[src/rtl/sevenseg_pkg.sv]
// sevenseg_pkg
//   Shared types and constants for the 8-digit multiplexed 7-segment scan
//   controller.
//   - scan_state_t : per-slot scan phase (BLANK -> ON -> OFF, or BLANK -> OFF)
//   - ALL_OFF_SEG  : cathode pattern with every segment dark (active-low)
//   - HEX_GLYPH    : 16-entry hex glyph table, bit order {g,f,e,d,c,b,a},
//                    1 = segment lit
//   - hex_glyph()  : table lookup helper
package sevenseg_pkg;

  typedef enum logic [1:0] {
    BLANK = 2'd0,
    ON    = 2'd1,
    OFF   = 2'd2
  } scan_state_t;

  localparam logic [6:0] ALL_OFF_SEG = 7'h7F;

  localparam logic [6:0] HEX_GLYPH [16] = '{
    7'h3F, 7'h06, 7'h5B, 7'h4F,   // 0 1 2 3
    7'h66, 7'h6D, 7'h7D, 7'h07,   // 4 5 6 7
    7'h7F, 7'h6F, 7'h77, 7'h7C,   // 8 9 A b
    7'h39, 7'h5E, 7'h79, 7'h71    // C d E F
  };

  function automatic logic [6:0] hex_glyph(input logic [3:0] nibble);
    return HEX_GLYPH[nibble];
  endfunction

endpackage

[src/rtl/sevenseg_hex_decode.sv]
// sevenseg_hex_decode
//   Combinational nibble -> hex glyph decoder. Used by the scan controller
//   only when SEVENSEG_HEX_DECODE_EN is defined.
//   Ports:
//     nibble_i [3:0] : hex value 0..F
//     glyph_o  [6:0] : {g,f,e,d,c,b,a}, 1 = segment lit
module sevenseg_hex_decode
  import sevenseg_pkg::*;
(
  input  logic [3:0] nibble_i,
  output logic [6:0] glyph_o
);

  always_comb begin
    glyph_o = hex_glyph(nibble_i);
  end

endmodule

[src/rtl/sevenseg_scan_ctrl.sv]
// sevenseg_scan_ctrl
//   Multiplexed scan controller for an 8-digit, dual-cathode-bank 7-segment
//   display. Keeps a shadow glyph buffer (written through a valid/ready port)
//   and an active buffer (what is scanned out). A commit pulse copies shadow
//   to active at the next slot boundary. Each digit slot starts with an
//   anti-ghost blanking interval, then lights the digit for a PWM on-time
//   proportional to brightness, then stays dark for the rest of the slot.
//   Digits 0-3 drive bank 0 (seg0/dp0), digits 4-7 drive bank 1 (seg1/dp1).
//
//   Build option: define SEVENSEG_HEX_DECODE_EN to treat wr_data as
//   {dp, 3'b000, nibble} and store the decoded hex glyph instead of raw data.
//
//   Parameters:
//     SCAN_DIV   : clk cycles per digit slot (>= BLANK_CYC+16)
//     BLANK_CYC  : cycles at slot start with all anodes off (>= 1)
//     NUM_DIGITS : digit count, 8 in this revision
//
//   Ports:
//     clk, reset          : clock, synchronous active-high reset
//     wr_valid/wr_ready   : shadow-buffer write handshake
//     wr_digit, wr_data   : write target and glyph {dp,g,f,e,d,c,b,a}
//     commit, commit_done : shadow->active copy request / completion pulse
//     brightness          : 0 = dark, 15 = max, sampled at slot start
//     an                  : anodes, active-low
//     seg0/dp0, seg1/dp1  : bank cathodes, active-low
//     dbg_state           : current scan phase, for observation only
//
//   Handshake: a write transfers on any rising clk edge where wr_valid and
//   wr_ready are both high; wr_valid may be held every cycle for back-to-back
//   writes. wr_ready is low while a commit is pending, and a write presented
//   then is dropped, not stalled.
module sevenseg_scan_ctrl
  import sevenseg_pkg::*;
#(
  parameter int SCAN_DIV   = 100000,
  parameter int BLANK_CYC  = 1000,
  parameter int NUM_DIGITS = 8
) (
  input  logic        clk,
  input  logic        reset,
  input  logic        wr_valid,
  output logic        wr_ready,
  input  logic [2:0]  wr_digit,
  input  logic [7:0]  wr_data,
  input  logic        commit,
  output logic        commit_done,
  input  logic [3:0]  brightness,
  output logic [7:0]  an,
  output logic [6:0]  seg0,
  output logic        dp0,
  output logic [6:0]  seg1,
  output logic        dp1,
  output scan_state_t dbg_state
);

  localparam int CW = $clog2(SCAN_DIV);
  localparam int W  = (SCAN_DIV - BLANK_CYC) >> 4;

  localparam logic [CW-1:0] LAST_L  = CW'(SCAN_DIV - 1);
  localparam logic [CW:0]   BLANK_L = (CW+1)'(BLANK_CYC);
  localparam logic [CW:0]   W_L     = (CW+1)'(W);

  // ---------------------------------------------------------------------
  // Registers
  // ---------------------------------------------------------------------
  logic [CW-1:0] cnt_q, cnt_d;
  logic [2:0]    idx_q, idx_d;
  logic [3:0]    bright_q, bright_d;
  scan_state_t   state_q, state_d;
  logic          pending_q, pending_d;
  logic          done_q, done_d;
  logic [7:0]    shadow_q [NUM_DIGITS];
  logic [7:0]    shadow_d [NUM_DIGITS];
  logic [7:0]    active_q [NUM_DIGITS];
  logic [7:0]    active_d [NUM_DIGITS];

  logic [7:0]    an_q, an_d;
  logic [6:0]    seg0_q, seg0_d, seg1_q, seg1_d;
  logic          dp0_q, dp0_d, dp1_q, dp1_d;

  // ---------------------------------------------------------------------
  // Write data formatting
  // ---------------------------------------------------------------------
  logic [7:0] store_data;

`ifdef SEVENSEG_HEX_DECODE_EN
  logic [6:0] dec_glyph;
  logic       unused_hex_bits;

  sevenseg_hex_decode u_hex_decode (
    .nibble_i (wr_data[3:0]),
    .glyph_o  (dec_glyph)
  );

  assign store_data      = {wr_data[7], dec_glyph};
  assign unused_hex_bits = ^wr_data[6:4];
`else
  assign store_data = wr_data;
`endif

  // ---------------------------------------------------------------------
  // Slot counter, digit index, brightness sample
  // ---------------------------------------------------------------------
  logic          wrap;
  logic [3:0]    eff_bright;
  logic [CW:0]   on_end;
  logic [CW:0]   cnt_next_ext;

  assign wrap = (cnt_q == LAST_L);

  always_comb begin
    cnt_d    = wrap ? '0 : cnt_q + CW'(1);
    idx_d    = wrap ? idx_q + 3'd1 : idx_q;
    bright_d = (cnt_q == '0) ? brightness : bright_q;
  end

  // At slot counter 0 the sample is being taken this cycle, so look through
  // to the input; everywhere else the held value applies.
  assign eff_bright   = (cnt_q == '0) ? brightness : bright_q;
  assign on_end       = BLANK_L + (CW+1)'(eff_bright) * W_L;
  assign cnt_next_ext = {1'b0, cnt_d};

  // ---------------------------------------------------------------------
  // Scan FSM: state_q always describes the phase for the current cnt_q,
  // so next state is decided from cnt_d.
  // ---------------------------------------------------------------------
  always_ff @(posedge clk) begin
    if (reset) begin
      state_q <= BLANK;
    end else begin
      state_q <= state_d;
    end
  end

  always_comb begin
    state_d = state_q;
    if (wrap) begin
      state_d = BLANK;
    end else begin
      case (state_q)
        BLANK: begin
          if (cnt_next_ext == BLANK_L) begin
            state_d = (on_end == BLANK_L) ? OFF : ON;
          end
        end
        ON: begin
          if (cnt_next_ext == on_end) begin
            state_d = OFF;
          end
        end
        default: state_d = OFF;
      endcase
    end
  end

  always_comb begin
    logic [7:0] glyph;
    glyph  = active_q[idx_q];
    an_d   = 8'hFF;
    seg0_d = ALL_OFF_SEG;
    dp0_d  = 1'b1;
    seg1_d = ALL_OFF_SEG;
    dp1_d  = 1'b1;
    if (state_q == ON) begin
      an_d[idx_q] = 1'b0;
      if (!idx_q[2]) begin
        {dp0_d, seg0_d} = ~glyph;
      end else begin
        {dp1_d, seg1_d} = ~glyph;
      end
    end
  end

  // ---------------------------------------------------------------------
  // Shadow/active buffers and commit
  // ---------------------------------------------------------------------
  logic accept;

  assign accept = wr_valid & ~pending_q;

  always_comb begin
    shadow_d  = shadow_q;
    active_d  = active_q;
    pending_d = pending_q;
    done_d    = 1'b0;
    if (accept) begin
      shadow_d[wr_digit] = store_data;
    end
    // A commit raised while one is already pending is absorbed; the copy
    // happens on the wrap edge, so a commit seen in the wrap cycle itself
    // only becomes pending afterwards and waits for the following wrap.
    if (pending_q) begin
      if (wrap) begin
        active_d  = shadow_q;
        pending_d = 1'b0;
        done_d    = 1'b1;
      end
    end else if (commit) begin
      pending_d = 1'b1;
    end
  end

  always_ff @(posedge clk) begin
    if (reset) begin
      cnt_q     <= '0;
      idx_q     <= '0;
      bright_q  <= '0;
      pending_q <= 1'b0;
      done_q    <= 1'b0;
      shadow_q  <= '{default: '0};
      active_q  <= '{default: '0};
      an_q      <= 8'hFF;
      seg0_q    <= ALL_OFF_SEG;
      dp0_q     <= 1'b1;
      seg1_q    <= ALL_OFF_SEG;
      dp1_q     <= 1'b1;
    end else begin
      cnt_q     <= cnt_d;
      idx_q     <= idx_d;
      bright_q  <= bright_d;
      pending_q <= pending_d;
      done_q    <= done_d;
      shadow_q  <= shadow_d;
      active_q  <= active_d;
      an_q      <= an_d;
      seg0_q    <= seg0_d;
      dp0_q     <= dp0_d;
      seg1_q    <= seg1_d;
      dp1_q     <= dp1_d;
    end
  end

  assign wr_ready    = ~pending_q;
  assign commit_done = done_q;
  assign an          = an_q;
  assign seg0        = seg0_q;
  assign dp0         = dp0_q;
  assign seg1        = seg1_q;
  assign dp1         = dp1_q;
  assign dbg_state   = state_q;

endmodule

[config.mk]
export PLATFORM = sky130hd
export DESIGN_NAME = sevenseg_scan_ctrl
export DESIGN_NICKNAME = d
export VERILOG_FILES = /design/src/rtl/sevenseg_pkg.sv /design/src/rtl/sevenseg_hex_decode.sv /design/src/rtl/sevenseg_scan_ctrl.sv
export SDC_FILE = /design/constraint.sdc
export NUM_CORES = 1
export LEC_CHECK = 0
export BUFFER_PORTS_ARGS = -buffer_cell sky130_fd_sc_hd__buf_2
export CAP_MARGIN = 20
export CORE_UTILIZATION = 61
export DETAILED_ROUTE_END_ITERATION = 10
export PLACE_DENSITY = 0.8
export SYNTH_ARGS = -nofsm -noshare
export SYNTH_HDL_FRONTEND = slang
export SYNTH_SLANG_ARGS = --single-unit
[constraint.sdc]
create_clock -name clk -period 7.3 [get_ports clk]
set_input_delay 0.73 -clock clk [delete_from_list [all_inputs] [get_ports clk]]
set_output_delay 0.73 -clock clk [all_outputs]
set_load 0.03 [all_outputs]
; Word level (Yosys, flattened, before mapping)
; Cells that the tools add are included.
[classes]
n_mux = 18
n_eq_ne = 7
reduce_logical = 11
bitwise = 8
order_cmp = 5
n_addsub = 3
multipliers = 1
[ops]
columns = operator, n
row1 = 64-bit bitwise mux, 1
row2 = 8-bit binary-select mux with 3-bit select, 1
row3 = 8-bit demux with 3-bit select, 1
row4 = 8-bit two-way mux, 3
row5 = "10-bit by 17-bit adder with 18-bit output, first input constant", 1
row6 = 17-bit by 18-bit equality test with 1-bit output, 1
row7 = "18-bit by 10-bit equality test with 1-bit output, second input constant", 1
row8 = "17-bit by 1-bit adder with 17-bit output, second input constant", 1
row9 = "17-bit by 10-bit equality test with 1-bit output, second input constant", 1
row10 = "17-bit equality test, second input constant", 1
row11 = 17-bit zero test, 1
row12 = "4-bit by 13-bit multiplier with 17-bit output, second input constant", 1
row13 = 17-bit two-way mux, 1
row14 = 8-bit inverter, 2
row15 = "4-bit >= comparator, second input constant", 2
row16 = 3-bit inverter with 4-bit output, 2
row17 = 2-bit two-way mux, 3
row18 = 2-bit OR reduction, 3
row19 = 3-bit OR reduction, 2
row20 = 1-bit two-way mux, 5
row21 = "3-bit by 4-bit < comparator with 1-bit output, second input constant", 1
row22 = "4-bit by 1-bit < comparator with 1-bit output, second input constant", 1
row23 = 4-bit two-way mux, 1
row24 = "2-bit inequality test, second input constant", 2
row25 = other kinds (10), 14
[word_totals]
wordCells = 80
register_bits = 180
inputBits = 19

; Logic depth before layout (Yosys ltp)
[depth]
depth_word = 8
mapped_depth = 22

; Least setup slack after synthesis
; No wires, ideal clock.
[synth_timing]
path_type = register -> register
start = register cnt_q[0]
end = register state_q[0] (netlist: dbg_state[0])
slack_ps = 1695
t_arrival_ps = 5489
stages_incl_launch_ff = 23
n_path_buf = 0
setup_time_ps = 116
cell_sequence = dfxtp_1 > inv_1 > ha_1 > nor4b_4 > nand3_1 > nor2_1 > mux2i_1 > inv_1 > ha_1 > ha_1 > ha_1 > ha_1 > inv_1 > fa_1 > nor2b_1 > o31a_1 > o31ai_1 > a31o_1 > and3_1 > a2111o_1 > or4b_1 > or4_1 > a41o_1
[synth_between]
elab_chain_cells = 8
word_cells_on_any_way = 17
classes_between = add/sub (2) / mul (1) / eq/ne (6) / mux (5) / reduce/logical (3)
[synth_lines]
columns = element, line_no
row1 = start: declaration, sevenseg_scan_ctrl.sv:66  ; logic [CW-1:0] cnt_q, cnt_d;
row2 = start signal: assignment, sevenseg_scan_ctrl.sv:218  ; cnt_q <= cnt_d;
row3 = 17-bit zero test, sevenseg_scan_ctrl.sv:119  ; assign eff_bright = (cnt_q == '0) ? brightness : bright_q;
row4 = 4-bit two-way mux, sevenseg_scan_ctrl.sv:119
row5 = 4-bit by 13-bit multiplier with 17-bit output, sevenseg_scan_ctrl.sv:120  ; assign on_end = BLANK_L + (CW+1)'(eff_bright) * W_L;
row6 = 10-bit by 17-bit adder with 18-bit output, sevenseg_scan_ctrl.sv:120
row7 = 18-bit by 10-bit equality test with 1-bit output, sevenseg_scan_ctrl.sv:143  ; state_d = (on_end == BLANK_L) ? OFF : ON;
row8 = 2-bit two-way mux, sevenseg_scan_ctrl.sv:143
row9 = 2-bit two-way mux, sevenseg_scan_ctrl.sv:142  ; if (cnt_next_ext == BLANK_L) begin
row10 = 2-bit one-hot mux with 2 select lines, sevenseg_scan_ctrl.sv:140  ; case (state_q)
row11 = end signal: assignment, sevenseg_scan_ctrl.sv:131  ; state_q <= state_d;
row12 = end: declaration, sevenseg_scan_ctrl.sv:69  ; scan_state_t state_q, state_d;
; Parallel ways exist; a longest one is shown, timed or not. The select of a mux whose other input is x is not followed.
; A chain may end at the register's enable or synchronous reset.

; Worst setup path after layout
; Same ends and word-level chain as after synthesis.

==> impl_metrics.py <==
metrics = {
    "clock_network": {
        "htree_levels": 4,
        "cts_tree": "yes",
        "cts_resized": 0,
        "cts_buffers": 17,
        "clockBufferDepth": 2,
        "clk_pin_slew_ns": 0.07,
        "cts_sinks": 180,
        "post_cts_buffers": 0,
        "cts_root_buffer": "clkbuf_16",
        "clock_latency_ns": 0.43,
        "postCtsHoldBufs": 0,
    },
    "global_routing": {
        "grt_pass1_vias": 5694,
        "grt-ovfl-total": 0,
        "grt_max_degree": 85,
        "track_usage_pct": 28.5,
        "grt_first_pass_wirelength_um": 29200,
        "antenna_found_initial": 1,
    },
    "route": {
        "m1WireLength_um": 8340,
        "route.vias.total": 6074,
        "viasPerCell": 6.10,
        "drt_pre_antenna_iters": 7,
        "top_layer": "met4",
        "wl_met3_um": 1330,
        "post-route-drc-count": 0,
        "wl_met2_um": 8030,
        "ant_nets": 0,
        "wirelength_um": 18100,
        "routedWlPerCell_um": 18.2,
        "dr.first_iter.drc_count": 632,
    },
    "sta": {
        "hold_viol": 0,
        "holdWs_ns": 0.466,
        "finalSetupTns_ns": 0,
        "rsz0062_at_grt": "false",
        "max_freq_mhz": 156,
        "fin_skew_ns": 0.00981,
        "fin_crit_ns": 6.39,
        "min_period_over_period_pct": 87.6,
        "slew_violations": 0,
        "slew_headroom_pct": 25.5,
        "finalSetupViolCount": 0,
        "tightest_slew_ns": 1.11,
    },
    "power": {
        "p_leak_nw": 3.67,
        "max-vdd-ir-drop_uv": 187,
        "total_power_mw": 2.32,
        "cellPowerDensity_mw_per_mm2": 261,
    },
    "critical_path": {
        "path_class": "reg -> reg",
        "critPathMaxStageDelay_ns": 0.59,
        "crit_required_ns": 7.63,
        "path_cells": "inv_1, ha_1, nor4b_4, nand3_1, nor2_1, mux2i_1, inv_1, ha_1, ha_1, ha_1, ha_1, inv_1, fa_1, nor2b_1, o31a_1, o31ai_1, a31o_1, and3_1, a2111o_1, or4b_1, or4_1, a41o_1",
        "path_common_cell": "ha_1",
        "cp_slowest_cell": "mux2i_1",
        "worstPathArrival_ns": 6.72,
        "end_kind": "flop",
        "cp-start-kind": "flop",
        "cp_max_fo": 7,
    },
    "die": {
        "die_x_um": 117,
        "dieArea_mm2": 0.0137,
        "io_pins": 47,
        "core-area_mm2": 0.0127,
        "rows": 41,
        "die_h_um": 117,
        "start_util_pct": 63.2,
    },
    "synth": {
        "synthSimpleGateAreaFrac_pct": 15.5,
        "synth-xor-area-share_pct": 3.44,
        "avgSynthCellArea_um2": 10.1,
        "ys_seq_area_share_pct": 44.8,
        "ys_warn_count": 0,
        "muxShareOfSynthArea_pct": 13.7,
        "synthArstFlopShare_pct": 0,
        "synth-compound-area-share_pct": 12.9,
        "syn_area_mm2": 0.00805,
        "synth_top_family_by_area": "simple AND/OR/NAND/NOR gates",
        "synthFlopType": "dfxtp_1",
        "synth_nets": 848,
        "synth_cells": 797,
        "ys_types": 74,
        "ys_ff_latch": 180,
        "synth_edf_count": 0,
        "yosys.area_share.adder_pct": 5.29,
    },
    "place": {
        "dp_cells": 964,
        "place_area_mm2": 0.00830,
        "portBuffers": 46,
        "dp_hpwl_um": 12300,
        "gp_congestion": 0.979,
    },
    "cells_and_area": {
        "stdcell_count": 995,
        "nets": 862,
        "drive_gt1_share_pct": 14.0,
        "syn_to_final_growth_pct": 10.4,
        "design_area_mm2": 0.00888,
    },
    "min_path": {
        "min_path_type": "reg -> reg",
    },
    "status": {
        "status": "finished, final reports clean",
    },
    "flow_run": {
        "max_cap_violations": 0,
    },
}
-- kinds of logic after synthesis --
group	after synthesis
compound gates	129
xor+xnor	30
fa+ha+maj	33
buf+inv	80
flops	180
mux	90
simple gates	255
-- flip-flops by register name, summed over array words and instances, names as in the netlist, 2 cells and up --
register   cells
idx_q          3
seg1           7
an             8
cnt_q         17
bright_q       4
shadow_q      64
dbg_state      2
seg0           7
active_q      64
-- cell usage after synthesis, types with 8 or more instances --
cell type	count	share of area, %
nand4_1	16	1.2
a21oi_1	11	0.68
mux2i_1	70	8.7
nand3_1	16	1.0
buf_1	13	0.61
nor2_1	114	5.3
a22o_1	64	7.0
inv_1	22	1.0
xnor2_1	14	1.5
dfxtp_1	180	45
clkbuf_1	32	1.5
and3_1	8	0.62
nor3_1	8	0.50
ha_1	30	4.7
o21ai_0	9	0.56
nand2_1	43	2.0
mux4_2	16	4.5
xor2_1	15	1.6
-- report_power, final --
group	switching, mW	leakage, nW	internal (mW)
Sequential	0.00794	1.45	0.992
Clock	0.371	0.285	0.520
Combinational	0.257	1.93	0.168
Total	0.637	3.67	1.68
-- cell type report --
class	instances	area, µm²
multi-input combinational	537	4110
fill	980	3840
sequential	180	3600
clock buffer	19	453
timing repair buffer	53	283
tap	172	215
clock inverter	11	126
inverter	22	82.6
antenna	1	2.50
-- metrics by stage --
stage / util, % / worst slack [ns]
after floorplan: - / 1.70
after global placement: 65.2 / 1.29
after detailed placement: 65.2 / 1.05
after CTS: 69.8 / 0.989
after global routing: 69.8 / 0.545
final: 69.8 / 0.907
-- layout by cell type (no fill, tap or decap), types with 3 or more instances in the layout --
master       n
nand4_1     16
buf_4        7
a21oi_1     10
ha_1        30
clkinv_4     3
inv_1       22
clkbuf_16   17
a22o_1      64
o21a_1       4
nand2b_1     4
or4_1        3
nand3_1     16
a31oi_1      5
and4_1       5
or2_1        3
mux4_2      16
o211ai_1     4
o21ai_0      9
nor2_1     114
or3_1        4
nor3_1       7
and2_1       4
o31a_1       3
mux2i_1     70
and3_1       8
nand2_1     43
nor3b_1      6
xor2_1      15
mux2_2       4
clkinv_2     3
buf_2       46
nor2b_1      4
dfxtp_1    180
xnor2_1     14
nor4_1       3
-- layer usage --
layer,global-route usage (%),vias to the layer above
li1,-,2895
met1,39.5,2928
met5,0,-
met2,42.4,214
met3,6.95,37
met4,12.4,0
-- worst paths after layout --
path | from | endpoint | slack, ns | cells past startpoint
setup / recovery | cnt_q[0] | dbg_state[0] | 0.91 | 22
hold / removal | shadow_q[40] | active_q[40] | 0.47 | 1
setup reg to reg | cnt_q[0] | dbg_state[0] | 0.91 | 22
hold reg to reg | shadow_q[40] | active_q[40] | 0.47 | 1
-- critical path, delay by kind of cell (launching register included) --
kind | cells | cell delay [ns]
mux | 1 | 0.59
simple gates | 7 | 2.19
compound gates | 5 | 1.24
buf+inv | 3 | 0.33
flops | 1 | 0.38
fa+ha+maj | 6 | 1.54
Note: power is estimated with default switching activity, not from simulation.
